[config.mk]
export PLATFORM = sky130hd
export DESIGN_NAME = step_ctrl
export DESIGN_NICKNAME = d
export VERILOG_FILES = /design/src/rtl/step_ctrl.sv
export SDC_FILE = /design/constraint.sdc
export NUM_CORES = 1
export LEC_CHECK = 0
export CAP_MARGIN = 20
export CELL_PAD_IN_SITES_DETAIL_PLACEMENT = 1
export CELL_PAD_IN_SITES_GLOBAL_PLACEMENT = 2
export CORE_ASPECT_RATIO = 0.8
export CORE_MARGIN = 2
export CORE_UTILIZATION = 33
export DETAILED_ROUTE_END_ITERATION = 7
export PLACE_DENSITY_LB_ADDON = 0.3
export SYNTH_ARGS = -nofsm -noshare
export SYNTH_HDL_FRONTEND = slang
export SYNTH_SLANG_ARGS = --single-unit
[constraint.sdc]
create_clock -name clk_i -period 2.3 [get_ports clk_i]
set_clock_uncertainty 0.05 [all_clocks]
set_input_delay 0.46 -clock clk_i [delete_from_list [all_inputs] [get_ports clk_i]]
set_output_delay 0.46 -clock clk_i [all_outputs]
set_load 0.005 [all_outputs]
[src/rtl/step_ctrl.sv]
// ---------------------------------------------------------------------------
// step_ctrl -- clock-step controller for the single-cycle processor board.
//
// This block replaces the free-running divided clock as the advance source of
// the core. It turns two raw push buttons into clean one-cycle step pulses.
// In manual mode each accepted press of the step button gives one pulse. In
// auto-run mode a pulse is issued every RUN_DIV cycles. step_o drives the
// clock enable of the PC/core domain; run_o drives a board LED.
//
// Parameters:
//   DEB_CYCLES  consecutive stable cycles needed to accept a button change (>= 2)
//   RUN_DIV     clk_i cycles between auto-run steps (>= 2)
//
// Ports:
//   clk_i       in   1   board clock
//   rst_ni      in   1   asynchronous active-low reset
//   btn_step_i  in   1   raw step button, asynchronous, 1 = pressed
//   btn_mode_i  in   1   raw mode button, asynchronous, 1 = pressed
//   step_o      out  1   registered one-cycle advance pulse
//   run_o       out  1   1 = auto-run mode, 0 = manual mode
//   step_cnt_o  out  32  number of steps issued
//
// Build option:
//   STEP_COUNT_EN  when defined, step_cnt_o is a free-running 32-bit count of
//                  issued steps (wraps, cleared by reset only). When undefined
//                  the counter is not built and step_cnt_o reads 32'h0; the
//                  port list is identical in both builds.
// ---------------------------------------------------------------------------

// ---------------------------------------------------------------------------
// step_ctrl_debounce -- two-flop synchronizer, debouncer and rise detector
// for one button.
//
// Ports:
//   clk_i   in   1   board clock
//   rst_ni  in   1   asynchronous active-low reset
//   btn_i   in   1   raw asynchronous button level
//   rise_o  out  1   one-cycle strobe when the debounced level goes 0 -> 1
// ---------------------------------------------------------------------------
module step_ctrl_debounce #(
    parameter int DEB_CYCLES = 500000
) (
    input  logic clk_i,
    input  logic rst_ni,
    input  logic btn_i,
    output logic rise_o
);

    localparam int CW = (DEB_CYCLES > 2) ? $clog2(DEB_CYCLES) : 1;
    localparam logic [CW-1:0] CNT_MAX = CW'(DEB_CYCLES - 1);

    logic [1:0]    sync_q;   // [0] first flop, [1] synchronized level
    logic          sync_lvl;
    logic [CW-1:0] cnt_q;
    logic          lvl_q;
    logic          lvl_d_q;

    assign sync_lvl = sync_q[1];

    // NOTE: every register here, synchronizer flops included, is cleared by
    // reset. A button held through reset release is therefore seen as a fresh
    // 0 -> 1 change and is accepted as a press once it has been stable long
    // enough.
    always_ff @(posedge clk_i or negedge rst_ni) begin
        if (!rst_ni) begin
            sync_q  <= '0;
            cnt_q   <= '0;
            lvl_q   <= 1'b0;
            lvl_d_q <= 1'b0;
        end else begin
            // NOTE: non-blocking assignments throughout, so every right-hand
            // side reads the value from before this edge and the statement
            // order inside the block does not matter.
            sync_q  <= {sync_q[0], btn_i};
            lvl_d_q <= lvl_q;
            // The counter only advances while the synchronized level disagrees
            // with the accepted level. Any agreeing sample restarts it, so a
            // glitch shorter than DEB_CYCLES cycles never reaches lvl_q.
            if (sync_lvl == lvl_q) begin
                cnt_q <= '0;
            end else if (cnt_q == CNT_MAX) begin
                lvl_q <= sync_lvl;
                cnt_q <= '0;
            end else begin
                cnt_q <= cnt_q + CW'(1);
            end
        end
    end

    assign rise_o = lvl_q & ~lvl_d_q;

endmodule


module step_ctrl #(
    parameter int DEB_CYCLES = 500000,
    parameter int RUN_DIV    = 50000000
) (
    input  logic        clk_i,
    input  logic        rst_ni,
    input  logic        btn_step_i,
    input  logic        btn_mode_i,
    output logic        step_o,
    output logic        run_o,
    output logic [31:0] step_cnt_o
);

    localparam int RW = (RUN_DIV > 2) ? $clog2(RUN_DIV) : 1;
    localparam logic [RW-1:0] RATE_MAX = RW'(RUN_DIV - 1);

    typedef enum logic {
        MANUAL = 1'b0,
        RUN    = 1'b1
    } state_t;

    state_t        state_q, state_d;
    logic [RW-1:0] rate_q, rate_d;
    logic          step_q, step_d;
    logic          step_rise;
    logic          mode_rise;

    // ------------------------------------------------------------------
    // Button conditioning
    // ------------------------------------------------------------------
    step_ctrl_debounce #(
        .DEB_CYCLES (DEB_CYCLES)
    ) u_deb_step (
        .clk_i  (clk_i),
        .rst_ni (rst_ni),
        .btn_i  (btn_step_i),
        .rise_o (step_rise)
    );

    step_ctrl_debounce #(
        .DEB_CYCLES (DEB_CYCLES)
    ) u_deb_mode (
        .clk_i  (clk_i),
        .rst_ni (rst_ni),
        .btn_i  (btn_mode_i),
        .rise_o (mode_rise)
    );

    // ------------------------------------------------------------------
    // Mode FSM, rate counter and step pulse: next-state logic
    // ------------------------------------------------------------------
    always_comb begin
        // NOTE: every signal written below gets a default first, so no path
        // through the case leaves one unassigned and no latch is inferred.
        state_d = state_q;
        rate_d  = '0;
        step_d  = 1'b0;

        unique case (state_q)
            MANUAL: begin
                // A mode rise in the same cycle as a step rise wins: the mode
                // changes and the step press is dropped. rate_d stays 0, so
                // the first auto step comes a full RUN_DIV cycles after entry.
                if (mode_rise) begin
                    state_d = RUN;
                end else if (step_rise) begin
                    step_d = 1'b1;
                end
            end
            RUN: begin
                // The step button is ignored here. Leaving clears the rate
                // counter and suppresses any pulse that was due this cycle.
                if (mode_rise) begin
                    state_d = MANUAL;
                end else if (rate_q == RATE_MAX) begin
                    step_d = 1'b1;
                end else begin
                    rate_d = rate_q + RW'(1);
                end
            end
            default: begin
                state_d = MANUAL;
            end
        endcase
    end

    always_ff @(posedge clk_i or negedge rst_ni) begin
        if (!rst_ni) begin
            state_q <= MANUAL;
            rate_q  <= '0;
            step_q  <= 1'b0;
        end else begin
            state_q <= state_d;
            rate_q  <= rate_d;
            step_q  <= step_d;
        end
    end

    assign step_o = step_q;
    assign run_o  = (state_q == RUN);

    // ------------------------------------------------------------------
    // Optional step counter for the 7-segment debug display
    // ------------------------------------------------------------------
`ifdef STEP_COUNT_EN
    logic [31:0] step_cnt_q;

    // Counts the registered pulse, so the count moves the cycle after step_o
    // is high. Wraps from 0xFFFFFFFF to 0; only reset clears it.
    always_ff @(posedge clk_i or negedge rst_ni) begin
        if (!rst_ni) begin
            step_cnt_q <= '0;
        end else if (step_q) begin
            step_cnt_q <= step_cnt_q + 32'd1;
        end
    end

    assign step_cnt_o = step_cnt_q;
`else
    assign step_cnt_o = 32'h0;
`endif

endmodule
* Word-level counts from Yosys, hierarchy flattened
Index checks and enable logic that the tools add are counted.
Storage, ports and cells: bits in registers 74, latch bits 0, bits in writable memories 0, ROM bits 0, bits of input ports 4, logic and storage cells 43, memories kept 0
Cells by class: $add $sub $neg 3, multiply operators 0, divide/modulo/power cells 0, order comparisons 0, equal/unequal tests 5, shift-type cells 0, multiplexer cells 15, bitwise gates (word level) 7, reduce and logical (&&, ||, !) cells 2
Operators by type and width (count):
- $mux 26 | 3
- $mux 19 | 4
- $add 19x1->19 const B | 2
- $eq 19x19->1 const B | 2
- $add 26x1->26 const B | 1
- $eq 26x26->1 const B | 1
- $mux 1 | 6
- $not 1->1 | 5
- $pmux 1 s2 | 2
- $reduce_and 2->1 | 2
- $and 1x1->1 | 2
- $eq 1x1->1 | 2

* Depth between registers and ports, before layout
Gate-level depths: netlist of run 1.
depth after elaboration 5, mapped depth 6, gate-level depth less buffers 5

* Hierarchy
From an unflattened synthesis of run 1, not the netlist that was laid out.
Second synthesis, totals: cells, all modules 407, area total of the unflattened synthesis 4002.6 µm²
Modules (own cells, without submodules):
- step_ctrl_debounce | times used 2, cells each 107, area each 1111.1 µm², seq. area each 575.6 µm²
- step_ctrl | times used 1, cells each 193, area each 1780.5 µm², seq. area each 700.7 µm²

* Worst setup path before layout of run 1
OpenSTA, ideal clock, no wires.
path type flip-flop to flip-flop, start reg u_deb_mode.cnt_q[5], end reg u_deb_mode.lvl_q, setup time 0.125 ns, arrival 1.938 ns, required time 2.125 ns, slack 0.188 ns, stages on the path, launching flop included 6, period minus slack after synthesis 2.112 ns, cell sequence dfrtp_1 > buf_6 > or4b_1 > or4_4 > nor2_1 > mux2_2
Between the ends: longest elaborated chain between the ends 2
Ends and longest elaborated chain:
- start: declaration | line 54 | logic [CW-1:0] cnt_q;
- start signal: assignment | line 85 | cnt_q <= cnt_q + CW'(1);
- $eq 19x19->1 | line 81 | end else if (cnt_q == CNT_MAX) begin
- $reduce_and 2->1 (no line)
- end signal: assignment | line 82 | lvl_q <= sync_lvl;
- end: declaration | line 55 | logic lvl_q;
No other way between the ends. A chain may end at the register's enable or synchronous reset.

* Worst setup path in the final report of run 1
start reg u_deb_mode.cnt_q[7], end reg u_deb_mode.lvl_q
Same word-level chain as after synthesis.

==> results.cfg, run 1 <==
[global_route]
grt_use_met2 = 0.224
grt_util_met1 = 0.194
grt_use_total = 0.145
met3_usage = 0.0441
busiest_layer = met2
grt_max_degree = 48
grt_pass1_vias = 2940
antenna_found_initial = 0
grt_first_pass_wirelength_mm = 14.5
grt_remaining_overflow = 0

[yosys]
yosysTopAreaCell = dfrtp_1
yosysWarnings = 0
synthTopCellsByArea = dfrtp_1 (48%), buf_4 (6.4%), xnor2_1 (5.7%)
postSynthAreaPerCell_um2 = 9.68
yosysTopAreaCellShare = 0.481
async_reset_ff_frac = 1.00
yosysSeqAreaShare = 0.481
synth-main-ff-cell = dfrtp_1
synth_edf_count = 0
yosys.cell_types.count = 43
ys_ff_latch = 74
syn_area_um2 = 3850
syn_inst = 398

[placed_design]
dp.cells = 560
hpwlAfterDp_mm = 5.85
port_buffers = 5
finalWeightedCongestion = 0.755
dpl_cell_area_um2 = 4070

[worst_setup_path]
critPathKind = reg2reg
cp-start-kind = flop
cp-end-kind = flop
r2r_start = u_deb_mode.cnt_q[7]$_DFF_PN0_
arrival_ns = 2.31
crit_path_start = u_deb_mode.cnt_q[7]$_DFF_PN0_
path_max_fanout = 6
crit_required_ns = 2.47
rrSetupSlack_ns = 0.16

[timing]
finalSetupTns_ns = 0
rsz0062_at_grt = no
fin_crit_sh = 0.931
max_slew_margin = 0.591
setup_violations = 0
period_needed_ns = 2.14
drv_slew = 0
hold_ws_ns = 0.0907
worst_slew_pin_slew_ns = 0.614
clock.fmax_ghz = 0.467
hold_viol = 0

[layout]
fill_cells = 1327
most-common-layout-cells = dfrtp_1 (74), nor2_1 (47), conb_1 (32)
final_common_cell = dfrtp_1
fin_nets = 430
stdcell_count = 576
drive_above_1_share = 0.124
n_antenna_cell = 0
syn_to_final_growth_pct = 13.2
final_area_um2 = 4360

[floorplanning]
num_rows = 35
fp.dieH_um = 101
dieArea_um2 = 12600
top_level_ports = 38
core_area_um2 = 11400
chipWidth_um = 125
initial_utilization = 0.337

[clock_network]
post_cts_resized = 0
cts.clk_slew.worst_paths_ns = 0.06
clockRootBuffer = clkbuf_16
ctsHoldBuffers = 0
cts_tree = yes
numCtsBuffers = 9
clk-insertion-delay-late_ns = 0.34
cts_buffer_depth = 2
h-tree-depth = 3
cts_setup_buffers = 0
clock-sinks = 74

[routing]
wl_per_cell_um = 14.6
routed_wl_mm = 8.42
postRouteAntennaNets = 0
initialDrtViolationCount = 99
dr.pass1.iters = 4
via_per_inst = 4.94
vias = 2846
route.detailed.drc = 0

[run_status]
outcome = finished, final reports clean

[power]
p_leak_nw = 1.73
power.density_nw_per_um2 = 634
ir_worst_vdd_uv = 313

[worst_hold_path]
hp-class = in2async

[flow_run]
cap_violations = 0
## area by class of cell
type,instances,area (um2),area share
Sequential cell,74,1850,0.425
Multi-Input combinational cell,302,1770,0.407
Clock inverter,4,25.0,0.00574
Inverter,9,33.8,0.00775
Tap cell,148,185,0.0425
Clock buffer,12,267,0.0611
Timing Repair Buffer,27,225,0.0516
## metrics by stage
stage	total power [mW]	setup WS (ns)	util
CTS	2.82	0.150	0.382
global placement	1.43	0.187	0.356
detailed placement	1.43	0.171	0.356
finish	2.77	0.160	0.382
floorplan	1.42	0.188	-
global route	2.89	0.0693	0.382
## per-layer routing
metal | routed length (um) | vias to the layer above
met5 | 0 | -
met1 | 4370 | 1407
li1 | - | 1393
met3 | 255 | 8
met2 | 3690 | 38
met4 | 102 | 0
## Yosys cell counts (7+ instances only)
| library cell | count |
|---|---|
| a21oi_1 | 21 |
| nor3_1 | 9 |
| nand2_1 | 22 |
| or3_1 | 13 |
| inv_1 | 9 |
| nor4_1 | 10 |
| nand4_1 | 18 |
| nor2_1 | 47 |
| dfrtp_1 | 74 |
| buf_4 | 33 |
| o21ai_0 | 14 |
| nand3_1 | 24 |
| xnor2_1 | 25 |
| or4_1 | 7 |
| xor2_1 | 14 |
## cell families (layout without fill, tap and decap cells)
kind of cell / after synthesis / in the layout / synth area share
AOI/OAI and AO/OA: 47 / 47 / 0.0715
and+or+nand+nor: 179 / 179 / 0.253
muxes: 2 / 2 / 0.00585
other: 1 / 32 / 0.000974
xor gates and xnor gates: 39 / 39 / 0.0887
buffers and inverters: 53 / 52 / 0.0890
DFF: 74 / 74 / 0.481
adders and majority gates: 3 / 3 / 0.00975
## sequential cells by signal, summed over array words and instances, names as in the netlist
signal,cells
rate_q,26
u_deb_mode.cnt_q,19
u_deb_step.cnt_q,19
u_deb_mode.sync_q,2
u_deb_step.sync_q,2
run_o,1
step_o,1
u_deb_mode.lvl_d_q,1
u_deb_mode.lvl_q,1
u_deb_step.lvl_d_q,1
u_deb_step.lvl_q,1
## worst max-delay path: stages, from the launching register on
cell     delay (ns)
dfrtp_1        0.43
or4b_1         0.53
or4_4          0.55
nor2_1         0.13
mux2_2         0.34
## where the power goes
group	internal, mW	leakage (nW)	switching [mW]
Combinational	0.0208	0.568	0.0608
Clock	0.815	0.141	0.543
Sequential	1.31	1.02	0.0116
Total	2.15	1.73	0.615
## final timing paths
| path | endpoint | cells past startpoint |
|---|---|---|
| worst min register to register | u_deb_mode.sync_q[1]$_DFF_PN0_ | 0 |
| max in group asynchronous | u_deb_step.cnt_q[18]$_DFF_PN0_ | 2 |
| worst max register to register | u_deb_mode.lvl_q$_DFFE_PN0P_ | 4 |
| worst max-delay path | u_deb_mode.lvl_q$_DFFE_PN0P_ | 4 |
| worst min-delay path | rate_q[4]$_DFF_PN0_ | 1 |
| min in group clk_i | u_deb_mode.sync_q[1]$_DFF_PN0_ | 0 |
Note: power is estimated with default switching activity, not from simulation.
==> inputs of run 2 (changes only) <==
--- a/config.mk
+++ b/config.mk
@@ -6,7 +6,7 @@
 export NUM_CORES = 1
 export LEC_CHECK = 0
 export CAP_MARGIN = 20
-export CELL_PAD_IN_SITES_DETAIL_PLACEMENT = 1
+export CELL_PAD_IN_SITES_DETAIL_PLACEMENT = 2
 export CELL_PAD_IN_SITES_GLOBAL_PLACEMENT = 2
 export CORE_ASPECT_RATIO = 0.8
 export CORE_MARGIN = 2
@@ -15,4 +15,5 @@
 export PLACE_DENSITY_LB_ADDON = 0.3
 export SYNTH_ARGS = -nofsm -noshare
 export SYNTH_HDL_FRONTEND = slang
+export SYNTH_HIERARCHICAL = 1
 export SYNTH_SLANG_ARGS = --single-unit
==> run 2 against run 1 <==
Effect of this change:
- synthesized cell count up 2.3%
- utilization decreased by 0.076 points
- sequential share of layout area is 0.87 points lower
- critical path type unchanged
- critical endpoint is now u_deb_mode/cnt_q[18]$_DFF_PN0_
- largest power group unchanged
==> results.cfg, run 2 <==
[run_status]
outcome = finished, final reports clean

[floorplanning]
initial_utilization = 0.342
core_area_um2 = 11700
chipWidth_um = 127
top_level_ports = 38
num_rows = 35
dieArea_um2 = 13000
fp.dieH_um = 103

[routing]
wl_per_cell_um = 17.0
routed_wl_mm = 9.81
vias = 2935
dr.pass1.iters = 4
route.detailed.drc = 0
postRouteAntennaNets = 0
initialDrtViolationCount = 118
via_per_inst = 5.09

[yosys]
postSynthAreaPerCell_um2 = 9.83
ys_ff_latch = 74
syn_area_um2 = 4000
yosys.cell_types.count = 44
yosysMostFrequentCell = dfrtp_1
yosysWarnings = 6
async_reset_ff_frac = 1.00
synth_edf_count = 0
yosysTopAreaCellShare = 0.463
yosysSeqAreaShare = 0.463
yosysTopAreaCell = dfrtp_1
synth_common_cells = dfrtp_1 (74), nor2_1 (61), xnor2_1 (38), buf_4 (34), nand3_1 (21)
synthTopCellsByArea = dfrtp_1 (46%), xnor2_1 (8.3%), buf_4 (6.4%)
syn_inst = 407
synth-main-ff-cell = dfrtp_1

[timing]
fin_crit_sh = 0.907
hold_ws_ns = 0.298
drv_slew = 0
setup_violations = 0
hold_viol = 0
rsz0062_at_grt = no
period_needed_ns = 2.09
clock.fmax_ghz = 0.479
setup_ws_ns = 0.213
finalSetupTns_ns = 0

[clock_network]
clock-sinks = 74
cts_buffer_depth = 2
h-tree-depth = 3
cts_tree = yes
post_cts_resized = 0
clockRootBuffer = clkbuf_16
cts.clk_slew.worst_paths_ns = 0.06
clk-insertion-delay-late_ns = 0.35
numCtsBuffers = 9

[global_route]
grt_use_total = 0.165
grt_first_pass_wirelength_mm = 16.6
antenna_found_initial = 0
grt_remaining_overflow = 0
grt_max_degree = 32
grt_pass1_vias = 3098

[power]
power.density_nw_per_um2 = 643
finalPower_mw = 2.86
p_leak_nw = 1.73
ir_worst_vdd_uv = 353

[worst_setup_path]
critPathKind = reg2reg
path_max_fanout = 8
arrival_ns = 2.31
cp-end-kind = flop
crit_required_ns = 2.52
cp-start-kind = flop

[layout]
drive_above_1_share = 0.107
top_register = rate_q
largest_reg_flops = 26
syn_to_final_growth_pct = 11.2
fin_nets = 431
top_regs = rate_q: 26 flops, u_deb_mode/cnt_q: 19 flops, u_deb_step/cnt_q: 19 flops
n_antenna_cell = 0
final_common_cell = dfrtp_1
most-common-layout-cells = dfrtp_1 (74), nor2_1 (61), xnor2_1 (38)

[placed_design]
hpwlAfterDp_mm = 7.07
port_buffers = 5
dp_slack_ns = 0.205
finalWeightedCongestion = 0.783

[flow_run]
cap_violations = 0

[worst_hold_path]
hp-class = reg2reg
==> run 2: cells by family (layout without fill, tap and decap cells) <==
group	Yosys count	in the layout	share of synthesized area
flops	74	74	0.463
mux	4	4	0.0106
xor+xnor	45	45	0.0985
fa+ha+maj	3	3	0.00938
compound gates	34	34	0.0635
simple gates	188	188	0.261
buf+inv	58	49	0.0935
other cells	1	32	0.000937
==> run 2: cell type report <==
cell class,count,area (um2)
timing repair buffer,18,160
clock buffer,10,239
multi-input combinational,306,1890
fill,1285,7240
inverter,15,56.3
sequential,74,1850
tap,148,185
clock inverter,6,66.3
==> run 2: report_power, final <==
part	leakage [nW]	switching (mW)	internal (mW)
Combinational	0.574	0.0626	0.0260
Sequential	1.02	0.0145	1.31
Clock	0.141	0.576	0.869
Total	1.73	0.653	2.21
==> run 2: stage by stage <==
step / util / instance area, um2 / cells
floorplan: - / 4120 / 438
global placement: 0.354 / 4140 / 560
detailed placement: 0.354 / 4140 / 560
CTS: 0.381 / 4450 / 577
global route: 0.381 / 4450 / 577
finish: 0.381 / 4450 / 577
==> run 2: routing by layer <==
layer / track usage / part of all wire / vias to the layer above
met1: 0.222 / 0.48 / 1503
met3: 0.0451 / 0.035 / 11
li1: - / - / 1385
met5: 0 / 0 / -
met4: 0.0507 / 0.012 / 0
met2: 0.265 / 0.47 / 36
==> run 2: worst max-delay path, stage by stage (launching register included) <==
cell     delay (ns)
dfrtp_1        0.42
ha_1           0.28
nand4_4        0.20
or4_4          0.59
or3_1          0.33
a21oi_1        0.14
==> run 2: path summary, 6_finish.rpt <==
check                                               start                             end  slack (ns)  cells past startpoint
max                         u_deb_mode/cnt_q[0]$_DFF_PN0_  u_deb_mode/cnt_q[18]$_DFF_PN0_        0.21                      5
min reg2reg                u_deb_mode/sync_q[0]$_DFF_PN0_  u_deb_mode/sync_q[1]$_DFF_PN0_        0.30                      0
max in group asynchronous                          rst_ni            rate_q[19]$_DFF_PN0_        1.10                      3
min                        u_deb_mode/sync_q[0]$_DFF_PN0_  u_deb_mode/sync_q[1]$_DFF_PN0_        0.30                      0
min in group asynchronous                          rst_ni  u_deb_step/cnt_q[10]$_DFF_PN0_        0.52                      2
max reg2reg                 u_deb_mode/cnt_q[0]$_DFF_PN0_  u_deb_mode/cnt_q[18]$_DFF_PN0_        0.21                      5
==> run 2: what timing repair did <==
| action | CTS | global route |
|---|---|---|
| hold buffers | 1 | 0 |
| setup buffers | 0 | 0 |
| hold endpoints to repair | 24 | 0 |
